### src/rtl/multicycle_pkg.sv
// multicycle_pkg: state encodings, opcodes and datapath select codes shared by the multicycle MIPS control.
package multicycle_pkg;
   typedef enum logic [3:0] {
      S_FETCH  = 4'd0,
      S_DECODE = 4'd1,
      S_MEMADR = 4'd2,
      S_MEMRD  = 4'd3,
      S_MEMWB  = 4'd4,
      S_MEMWR  = 4'd5,
      S_RTYPE  = 4'd6,
      S_RWB    = 4'd7,
      S_BEQ    = 4'd8,
      S_JUMP   = 4'd9,
      S_ADDI   = 4'd10,
      S_IWB    = 4'd11,
      S_BNE    = 4'd12,
      S_SLTI   = 4'd13,
      S_HALT   = 4'd15
   } state_t;
   localparam logic [5:0] OP_RTYPE = 6'b000000;
   localparam logic [5:0] OP_LW    = 6'b100011;
   localparam logic [5:0] OP_SW    = 6'b101011;
   localparam logic [5:0] OP_BEQ   = 6'b000100;
   localparam logic [5:0] OP_BNE   = 6'b000101;
   localparam logic [5:0] OP_J     = 6'b000010;
   localparam logic [5:0] OP_ADDI  = 6'b001000;
   localparam logic [5:0] OP_SLTI  = 6'b001010;
   localparam logic [1:0] ALUOP_ADD   = 2'b00;
   localparam logic [1:0] ALUOP_SUB   = 2'b01;
   localparam logic [1:0] ALUOP_FUNCT = 2'b10;
   localparam logic [1:0] ALUOP_SLT   = 2'b11;
   localparam logic [1:0] ALUSRCB_B     = 2'b00;
   localparam logic [1:0] ALUSRCB_FOUR  = 2'b01;
   localparam logic [1:0] ALUSRCB_IMM   = 2'b10;
   localparam logic [1:0] ALUSRCB_IMMSH = 2'b11;
   localparam logic [1:0] PCSRC_ALU    = 2'b00;
   localparam logic [1:0] PCSRC_ALUOUT = 2'b01;
   localparam logic [1:0] PCSRC_JUMP   = 2'b10;
endpackage

### src/rtl/multicycle_ctrl_decode.sv
// multicycle_ctrl_decode: combinational decode of FSM state (plus zero and mem_ready) into datapath controls.
module multicycle_ctrl_decode
   import multicycle_pkg::*;
(
   input  logic [3:0] i_state,
   input  logic       i_zero,
   input  logic       i_mem_ready,
   output logic       o_pc_en,
   output logic       o_iord,
   output logic       o_mem_read,
   output logic       o_mem_write,
   output logic       o_ir_write,
   output logic       o_mem_to_reg,
   output logic       o_reg_dst,
   output logic       o_reg_write,
   output logic       o_alu_src_a,
   output logic [1:0] o_alu_src_b,
   output logic [1:0] o_alu_op,
   output logic [1:0] o_pc_source,
   output logic       o_halt
);
   always_comb begin
      o_pc_en      = 1'b0;
      o_iord       = 1'b0;
      o_mem_read   = 1'b0;
      o_mem_write  = 1'b0;
      o_ir_write   = 1'b0;
      o_mem_to_reg = 1'b0;
      o_reg_dst    = 1'b0;
      o_reg_write  = 1'b0;
      o_alu_src_a  = 1'b0;
      o_alu_src_b  = ALUSRCB_B;
      o_alu_op     = ALUOP_ADD;
      o_pc_source  = PCSRC_ALU;
      o_halt       = 1'b0;
      case (i_state)
         S_FETCH: begin
            // PC+4 and IR load happen only on the cycle the memory delivers
            o_mem_read  = 1'b1;
            o_alu_src_b = ALUSRCB_FOUR;
            o_ir_write  = i_mem_ready;
            o_pc_en     = i_mem_ready;
         end
         S_DECODE: o_alu_src_b = ALUSRCB_IMMSH;
         S_MEMADR: begin
            o_alu_src_a = 1'b1;
            o_alu_src_b = ALUSRCB_IMM;
         end
         S_MEMRD: begin
            o_mem_read = 1'b1;
            o_iord     = 1'b1;
         end
         S_MEMWB: begin
            o_reg_write  = 1'b1;
            o_mem_to_reg = 1'b1;
         end
         S_MEMWR: begin
            o_mem_write = 1'b1;
            o_iord      = 1'b1;
         end
         S_RTYPE: begin
            o_alu_src_a = 1'b1;
            o_alu_op    = ALUOP_FUNCT;
         end
         S_RWB: begin
            o_reg_write = 1'b1;
            o_reg_dst   = 1'b1;
         end
         S_BEQ, S_BNE: begin
            o_alu_src_a = 1'b1;
            o_alu_op    = ALUOP_SUB;
            o_pc_source = PCSRC_ALUOUT;
            o_pc_en     = (i_state == S_BEQ) ? i_zero : ~i_zero;
         end
         S_JUMP: begin
            o_pc_source = PCSRC_JUMP;
            o_pc_en     = 1'b1;
         end
         S_ADDI: begin
            o_alu_src_a = 1'b1;
            o_alu_src_b = ALUSRCB_IMM;
         end
         S_SLTI: begin
            o_alu_src_a = 1'b1;
            o_alu_src_b = ALUSRCB_IMM;
            o_alu_op    = ALUOP_SLT;
         end
         S_IWB: o_reg_write = 1'b1;
         S_HALT: o_halt = 1'b1;
         default: ;
      endcase
   end
endmodule

### src/rtl/multicycle_control.sv
// multicycle_control: main control FSM of the multicycle MIPS CPU with memory-ready wait and illegal-opcode halt.
module multicycle_control
   import multicycle_pkg::*;
#(
   parameter bit WAIT_EN = 1'b1
) (
   input  logic       clk,
   input  logic       rst,
   input  logic [5:0] opcode,
   input  logic       zero,
   input  logic       mem_ready,
   output logic       pc_en,
   output logic       iord,
   output logic       mem_read,
   output logic       mem_write,
   output logic       ir_write,
   output logic       mem_to_reg,
   output logic       reg_dst,
   output logic       reg_write,
   output logic       alu_src_a,
   output logic [1:0] alu_src_b,
   output logic [1:0] alu_op,
   output logic [1:0] pc_source,
   output logic       halt,
   output logic [3:0] state
);
   state_t     r_state;
   state_t     w_next;
   logic       w_ready;
   logic       w_pc_en;
   logic       w_iord;
   logic       w_mem_read;
   logic       w_mem_write;
   logic       w_ir_write;
   logic       w_mem_to_reg;
   logic       w_reg_dst;
   logic       w_reg_write;
   logic       w_alu_src_a;
   logic [1:0] w_alu_src_b;
   logic [1:0] w_alu_op;
   logic [1:0] w_pc_source;
   logic       w_halt;

   assign w_ready = !WAIT_EN || mem_ready;

   always_ff @(posedge clk or negedge rst)
      if (!rst) r_state <= S_FETCH;
      else      r_state <= w_next;

   always_comb begin
      w_next = S_FETCH;
      case (r_state)
         S_FETCH:  w_next = w_ready ? S_DECODE : S_FETCH;
         S_DECODE:
            case (opcode)
               OP_RTYPE:     w_next = S_RTYPE;
               OP_LW, OP_SW: w_next = S_MEMADR;
               OP_BEQ:       w_next = S_BEQ;
               OP_BNE:       w_next = S_BNE;
               OP_J:         w_next = S_JUMP;
               OP_ADDI:      w_next = S_ADDI;
               OP_SLTI:      w_next = S_SLTI;
               default:      w_next = S_HALT;
            endcase
         S_MEMADR: w_next = (opcode == OP_LW) ? S_MEMRD : S_MEMWR;
         S_MEMRD:  w_next = w_ready ? S_MEMWB : S_MEMRD;
         S_MEMWR:  w_next = w_ready ? S_FETCH : S_MEMWR;
         S_RTYPE:  w_next = S_RWB;
         S_ADDI:   w_next = S_IWB;
         S_SLTI:   w_next = S_IWB;
         S_HALT:   w_next = S_HALT;
         default:  w_next = S_FETCH;
      endcase
   end

   multicycle_ctrl_decode u_decode (
      .i_state      (r_state),
      .i_zero       (zero),
      .i_mem_ready  (w_ready),
      .o_pc_en      (w_pc_en),
      .o_iord       (w_iord),
      .o_mem_read   (w_mem_read),
      .o_mem_write  (w_mem_write),
      .o_ir_write   (w_ir_write),
      .o_mem_to_reg (w_mem_to_reg),
      .o_reg_dst    (w_reg_dst),
      .o_reg_write  (w_reg_write),
      .o_alu_src_a  (w_alu_src_a),
      .o_alu_src_b  (w_alu_src_b),
      .o_alu_op     (w_alu_op),
      .o_pc_source  (w_pc_source),
      .o_halt       (w_halt)
   );

   // Gating by rst makes every strobe drop the instant reset asserts, not at the next edge
   assign {pc_en, iord, mem_read, mem_write, ir_write, mem_to_reg, reg_dst, reg_write,
           alu_src_a, alu_src_b, alu_op, pc_source, halt} =
          rst ? {w_pc_en, w_iord, w_mem_read, w_mem_write, w_ir_write, w_mem_to_reg, w_reg_dst,
                 w_reg_write, w_alu_src_a, w_alu_src_b, w_alu_op, w_pc_source, w_halt} : 16'd0;
   assign state = r_state;
endmodule
### config.mk
export PLATFORM = sky130hd
export DESIGN_NAME = multicycle_control
export DESIGN_NICKNAME = d
export VERILOG_FILES = /design/src/rtl/multicycle_pkg.sv /design/src/rtl/multicycle_ctrl_decode.sv /design/src/rtl/multicycle_control.sv
export SDC_FILE = /design/constraint.sdc
export NUM_CORES = 1
export LEC_CHECK = 0
export CAP_MARGIN = 5
export CORE_ASPECT_RATIO = 1.1
export CORE_MARGIN = 3
export CORE_UTILIZATION = 36
export CTS_BUF_LIST = sky130_fd_sc_hd__clkbuf_8 sky130_fd_sc_hd__clkbuf_16
export CTS_CLUSTER_DIAMETER = 50
export DETAILED_ROUTE_END_ITERATION = 8
export PLACE_DENSITY = 0.81
export SYNTH_ARGS = -nofsm -noshare
export SYNTH_HDL_FRONTEND = slang
export SYNTH_SLANG_ARGS = --single-unit
### constraint.sdc
create_clock -name clk -period 1.5 [get_ports clk]
set_input_delay 0.375 -clock clk [delete_from_list [all_inputs] [get_ports clk]]
set_output_delay 0.375 -clock clk [all_outputs]
set_load 0.02 [all_outputs]
==> impl_metrics.csv, run 1 <==
group,metric,value,unit
place,buffer_ports.inserted,29,
logic_synthesis,ys_dominant_reg_cell,"sky130_fd_sc_hd__dfrtp_1",
clocking,clock-sinks,4,
die,die_h,50.6,um
clocking,cts.repair.resized,136,
clocking,clock_tree.buffer_depth,2,
outcome,run.stop_error,"[ERROR DPL-0033] detailed placement checks failed during check placement.",
die,floorplan.initialDensity,39.9,%
clocking,cts.repair_timing.setup_buffer_count,15,
clocking,clock_tree.htree_level_count,1,
place,place_area,0.00131,mm2
logic_synthesis,ys_types,39,
clocking,cts-root-buf,"sky130_fd_sc_hd__clkbuf_8",
logic_synthesis,synthesis.area,652,um2
clocking,cts_hold_buf,0,
place,place_worst_setup_slack,-864,ps
die,boundaryPins,30,
outcome,result_of_the_run,"stopped before the end",
outcome,last-stage-reached,"4_1_cts",
logic_synthesis,syn_nets,102,
clocking,cts_made_buffers,3,
logic_synthesis,syn_area_per_cell,7.09,um2
logic_synthesis,portion_of_the_post_synthesis_area_used_by_sequential_elements,15.4,%
logic_synthesis,share_of_synthesized_registers_carrying_an_async_set_or_reset,100,%
logic_synthesis,synth-edff-count,0,
die,row_count,15,
logic_synthesis,post_synthesis_cell_count,92,
place,dp_hpwl,2.15,mm
logic_synthesis,synth-seq-cells,4,
logic_synthesis,yosys_warnings,0,
die,dieWidth,46.6,um
place,weighted_congestion_reported_at_the_end_of_routability_driven_placement,0.902,
[synthesized netlist by cell type (all sizes together), types with 2 or more instances]
master | n | area, um2
nand2 | 8 | 32.5
o211ai | 3 | 22.5
nand3b | 3 | 22.5
o22ai | 2 | 12.5
xnor2 | 2 | 17.5
a31oi | 2 | 12.5
and2 | 2 | 12.5
a21oi | 3 | 15.0
nand2b | 4 | 27.5
nor3 | 7 | 35.0
nor2 | 13 | 51.3
o311ai | 2 | 25.0
nor2b | 5 | 31.3
o21ai | 4 | 20.0
nand3 | 3 | 15.0
nor4 | 3 | 33.8
buf | 7 | 40.0
dfrtp | 4 | 100
[through the flow]
stage               cells  utilization (%)
floorplan              92                -
global placement      166             80.0
detailed placement    166             80.0
[cell families after synthesis]
family	Yosys count	synth area share, %
AOI/OAI and AO/OA	26	30.7
xor gates and xnor gates	2	2.69
buffers and inverters	9	7.29
DFF	4	15.4
muxes	1	1.73
and+or+nand+nor	50	42.2
==> inputs of run 2 (changes only) <==
CORE_AREA = 3 3 64 66   (was unset)
CORE_ASPECT_RATIO = unset   (was 1.1)
CORE_MARGIN = unset   (was 3)
CORE_UTILIZATION = unset   (was 36)
CTS_BUF_LIST = unset   (was sky130_fd_sc_hd__clkbuf_8 sky130_fd_sc_hd__clkbuf_16)
CTS_CLUSTER_DIAMETER = unset   (was 50)
DIE_AREA = 0 0 67 69   (was unset)
PLACE_DENSITY = unset   (was 0.81)
PLACE_DENSITY_LB_ADDON = 0.15   (was unset)
clock period = 1.95 ns   (was 1.5 ns; I/O delays follow)
==> impl_metrics.csv, run 2 <==
group,metric,value,unit
pwr,p_int,0.000984,W
run,drv.max_cap_violation_count,0,
logic_synthesis,syn_nets,102,
die,dieArea,0.00462,mm2
die,boundaryPins,30,
logic_synthesis,synth_compound_gate_area_share,30.7,%
critical_path,cell_with_the_largest_stage_delay_on_the_worst_path,"sky130_fd_sc_hd__dfrtp_1",
pwr,net-switching-power,0.000805,W
place,dp_hpwl,2.08,mm
critical_path,r2r_slack,460,ps
sta,final.period_utilization,97.7,%
sta,grt_setup_unrepaired,"true",
pwr,power.share.switching,45.0,%
clocking,cts_made_buffers,3,
clocking,tritoncts,"yes",
logic_synthesis,post_synth_fa_ha_maj_area_fraction,0,%
detailed_routing,drc_violation_count_after_routing,0,
global_routing,grt_first_pass_wirelength,4.03,mm
worst_hold_path,hold_path.class,"input port to asynchronous set/reset pin",
logic_synthesis,synth-xor-area-share,2.69,%
logic_synthesis,yosys.area_share.simple,42.2,%
pwr,power-per-cell-area,1380,mW/mm2
sta,postLayoutSetupSlackWorst,45.8,ps
pwr,power_frac_comb,78.1,%
die,dieWidth,67,um
global_routing,number_of_global_route_vias_before_repair,915,
clocking,clkSlewWorstSetupHoldPaths,30,ps
detailed_routing,routed-via-count,922,
place,placed_cells,197,
logic_synthesis,syn_area_per_cell,7.09,um2
clocking,cts-root-buf,"sky130_fd_sc_hd__clkbuf_8",
pwr,seqPwrFrac,12.3,%
detailed_routing,drt-wirelength-per-cell,12.6,um
critical_path,worst-path-buf-inv,2,
layout,finish.utilization,35.6,%
sta,max_slew.worst_pin.slew,324,ps
logic_synthesis,post_synth_most_frequent_cells,"sky130_fd_sc_hd__nor2_1 (12), sky130_fd_sc_hd__nand2_1 (7), sky130_fd_sc_hd__nor3_1 (7), sky130_fd_sc_hd__buf_2 (5), sky130_fd_sc_hd__nor2b_1 (5)",
critical_path,sort_of_element_at_the_start_of_the_critical_path,"register",
sta,slew_violations,0,
critical_path,endpoint_kind,"output port",
layout,largest_reg_flops,4,
layout,antenna_cells_inserted,0,
critical_path,timing.critical_path.slowest_cell_delay,360,ps
layout,finish.cell_count_without_fillers,205,
critical_path,cp_data_arrival_time,1420,ps
logic_synthesis,largest_family_of_logic_cells_by_synthesized_area,"simple AND/OR/NAND/NOR gates",
clocking,clk-insertion-delay-late,220,ps
clocking,clock_tree.buffer_depth,2,
place,place_worst_setup_slack,-617,ps
layout,flow.area_growth_from_synthesis,98.7,%
logic_synthesis,synth-seq-cells,4,
logic_synthesis,synthesis.area,652,um2
critical_path,timing.critical_path.max_delay_family,"flip-flops",
pwr,clockPowerShare,9.5,%
critical_path,cp-startpoint,"state[3]",
layout,most-common-layout-cells,"sky130_fd_sc_hd__buf_4 (42), sky130_fd_sc_hd__buf_2 (12), sky130_fd_sc_hd__nor2_1 (11)",
pwr,ir_worst_vdd,0.000548,V
detailed_routing,drt-vias-per-instance,4.50,
critical_path,crit_chain,"buf_4 -> and2_1 -> nor2b_1 -> o211a_1 -> buf_2",
layout,layout.cells.most_common,"sky130_fd_sc_hd__buf_4",
logic_synthesis,post_synthesis_cell_count,92,
clocking,clock-sinks,4,
detailed_routing,antenna_left,0,
clocking,cts_hold_buf,0,
die,core-area,0.00363,mm2
die,row_count,22,
logic_synthesis,synth.area.mux_share,1.73,%
sta,fin_crit,1900,ps
sta,worst_slew_margin_rel,78.1,%
layout,nFillCells,423,
critical_path,maximum_fanout_count_along_the_critical_path,8,
die,floorplan.initialDensity,17.9,%
outcome,result_of_the_run,"completed",
die,die_h,69,um
place,buffer_ports.inserted,29,
pwr,total_leakage_power,0.599,nW
global_routing,antenna_found_initial,0,
logic_synthesis,portion_of_the_post_synthesis_area_used_by_sequential_elements,15.4,%
sta,fin_skew,4.50,ps
clocking,clock_tree.htree_level_count,1,
logic_synthesis,synth.largest_area_cell,"sky130_fd_sc_hd__dfrtp_1",
critical_path,worstPathRequired,1460,ps
logic_synthesis,ys_types,39,
critical_path,critPathKind,"register to output port",
logic_synthesis,yosysMostFrequentCell,"sky130_fd_sc_hd__nor2_1",
place,weighted_congestion_reported_at_the_end_of_routability_driven_placement,0.806,
logic_synthesis,synth_top_cell_area_share,15.4,%
logic_synthesis,yosys_warnings,0,
sta,setup_violations,0,
global_routing,grt_overflow,0,
logic_synthesis,ys_dominant_reg_cell,"sky130_fd_sc_hd__dfrtp_1",
logic_synthesis,share_of_synthesized_registers_carrying_an_async_set_or_reset,100,%
critical_path,reg_to_reg_critical_path_startpoint,"state[0]",
logic_synthesis,synthTopCellsByArea,"sky130_fd_sc_hd__dfrtp_1 (15%), sky130_fd_sc_hd__nor2_1 (6.9%), sky130_fd_sc_hd__nor3_1 (5.4%), sky130_fd_sc_hd__nor2b_1 (4.8%), sky130_fd_sc_hd__nand2_1 (4.0%)",
detailed_routing,drtPass1Iterations,4,
global_routing,globalRouteTotalUtil,10.7,%
detailed_routing,drt_iter0_markers,20,
layout,final_nets,169,
detailed_routing,routed_wire_length,2.59,mm
logic_synthesis,synth-edff-count,0,
sta,final-hold-violation-count,0,
global_routing,grt_max_degree,14,
sta,timing.fmax,0.525,GHz
layout,post_route_cells_drive_above_1_share,49.0,%
run 2: cell counts after synthesis:
No cell type changed its count.
run 2: cells by family after synthesis:
logic type	after synthesis
AO/OA/AOI/OAI	26
flip-flops	4
AND/OR/NAND/NOR	50
buffers and inverters	9
multiplexers	1
XOR/XNOR	2
run 2: power by group through the flow:
| stage | sequential, W | clock [W] | combinational (W) |
|---|---|---|---|
| final | 0.000220 | 0.000171 | 0.00140 |
| after global routing | 0.000236 | 0.000180 | 0.00153 |
| after CTS | 0.000222 | 0.000174 | 0.00134 |
| after detailed placement | 0.000227 | 0 | 0.00133 |
| after global placement | 0.000231 | 0 | 0.00133 |
| after floorplan | 0.000197 | 0 | 0.000680 |
run 2: timing repair:
action,in CTS,in global routing
pin swaps,2,1
buffers inserted,4,1
gates resized for setup,73,17
setup endpoints to repair,19,8
gates cloned,0,0
run 2: layout make-up:
class                   count  area [um2]  area share, %
well taps                  48        60.1           4.64
flip-flops and latches      4         104           8.02
repair buffers             70         538           41.5
multi-input cells          79         548           42.3
inverters                   1        3.75          0.290
clock buffers               3        41.3           3.19
run 2: path summary, 6_finish.rpt:
check	endpoint	cells after the start
setup / recovery	alu_op[1]	5
hold / removal	state[3]	2
setup reg to reg	state[2]	5
hold reg to reg	state[0]	2
max in group asynchronous	state[1]	2
min in group clk	state[0]	2
run 2: metal layers:
metal	global-route usage, %	vias up	part of all wire, %
met5	0	-	0
met4	2.03	0	0.50
met3	0.814	2	5.5
met2	20.0	25	50
met1	13.0	419	44
li1	-	476	-
run 2: per-stage QoR:
stage / instance area (um2) / TNS, ps / hold slack (ps) / total power [W]
global placement: 1240 / -8540 / 839 / 0.00156
CTS: 1260 / -4.02 / 391 / 0.00174
finish: 1290 / 0 / 347 / 0.00179
detailed placement: 1240 / -8660 / 822 / 0.00156
floorplan: 663 / -3.51 / 192 / 0.000877
global route: 1290 / -69.4 / 377 / 0.00194
No activity file was read; power rests on OpenSTA's default activity.
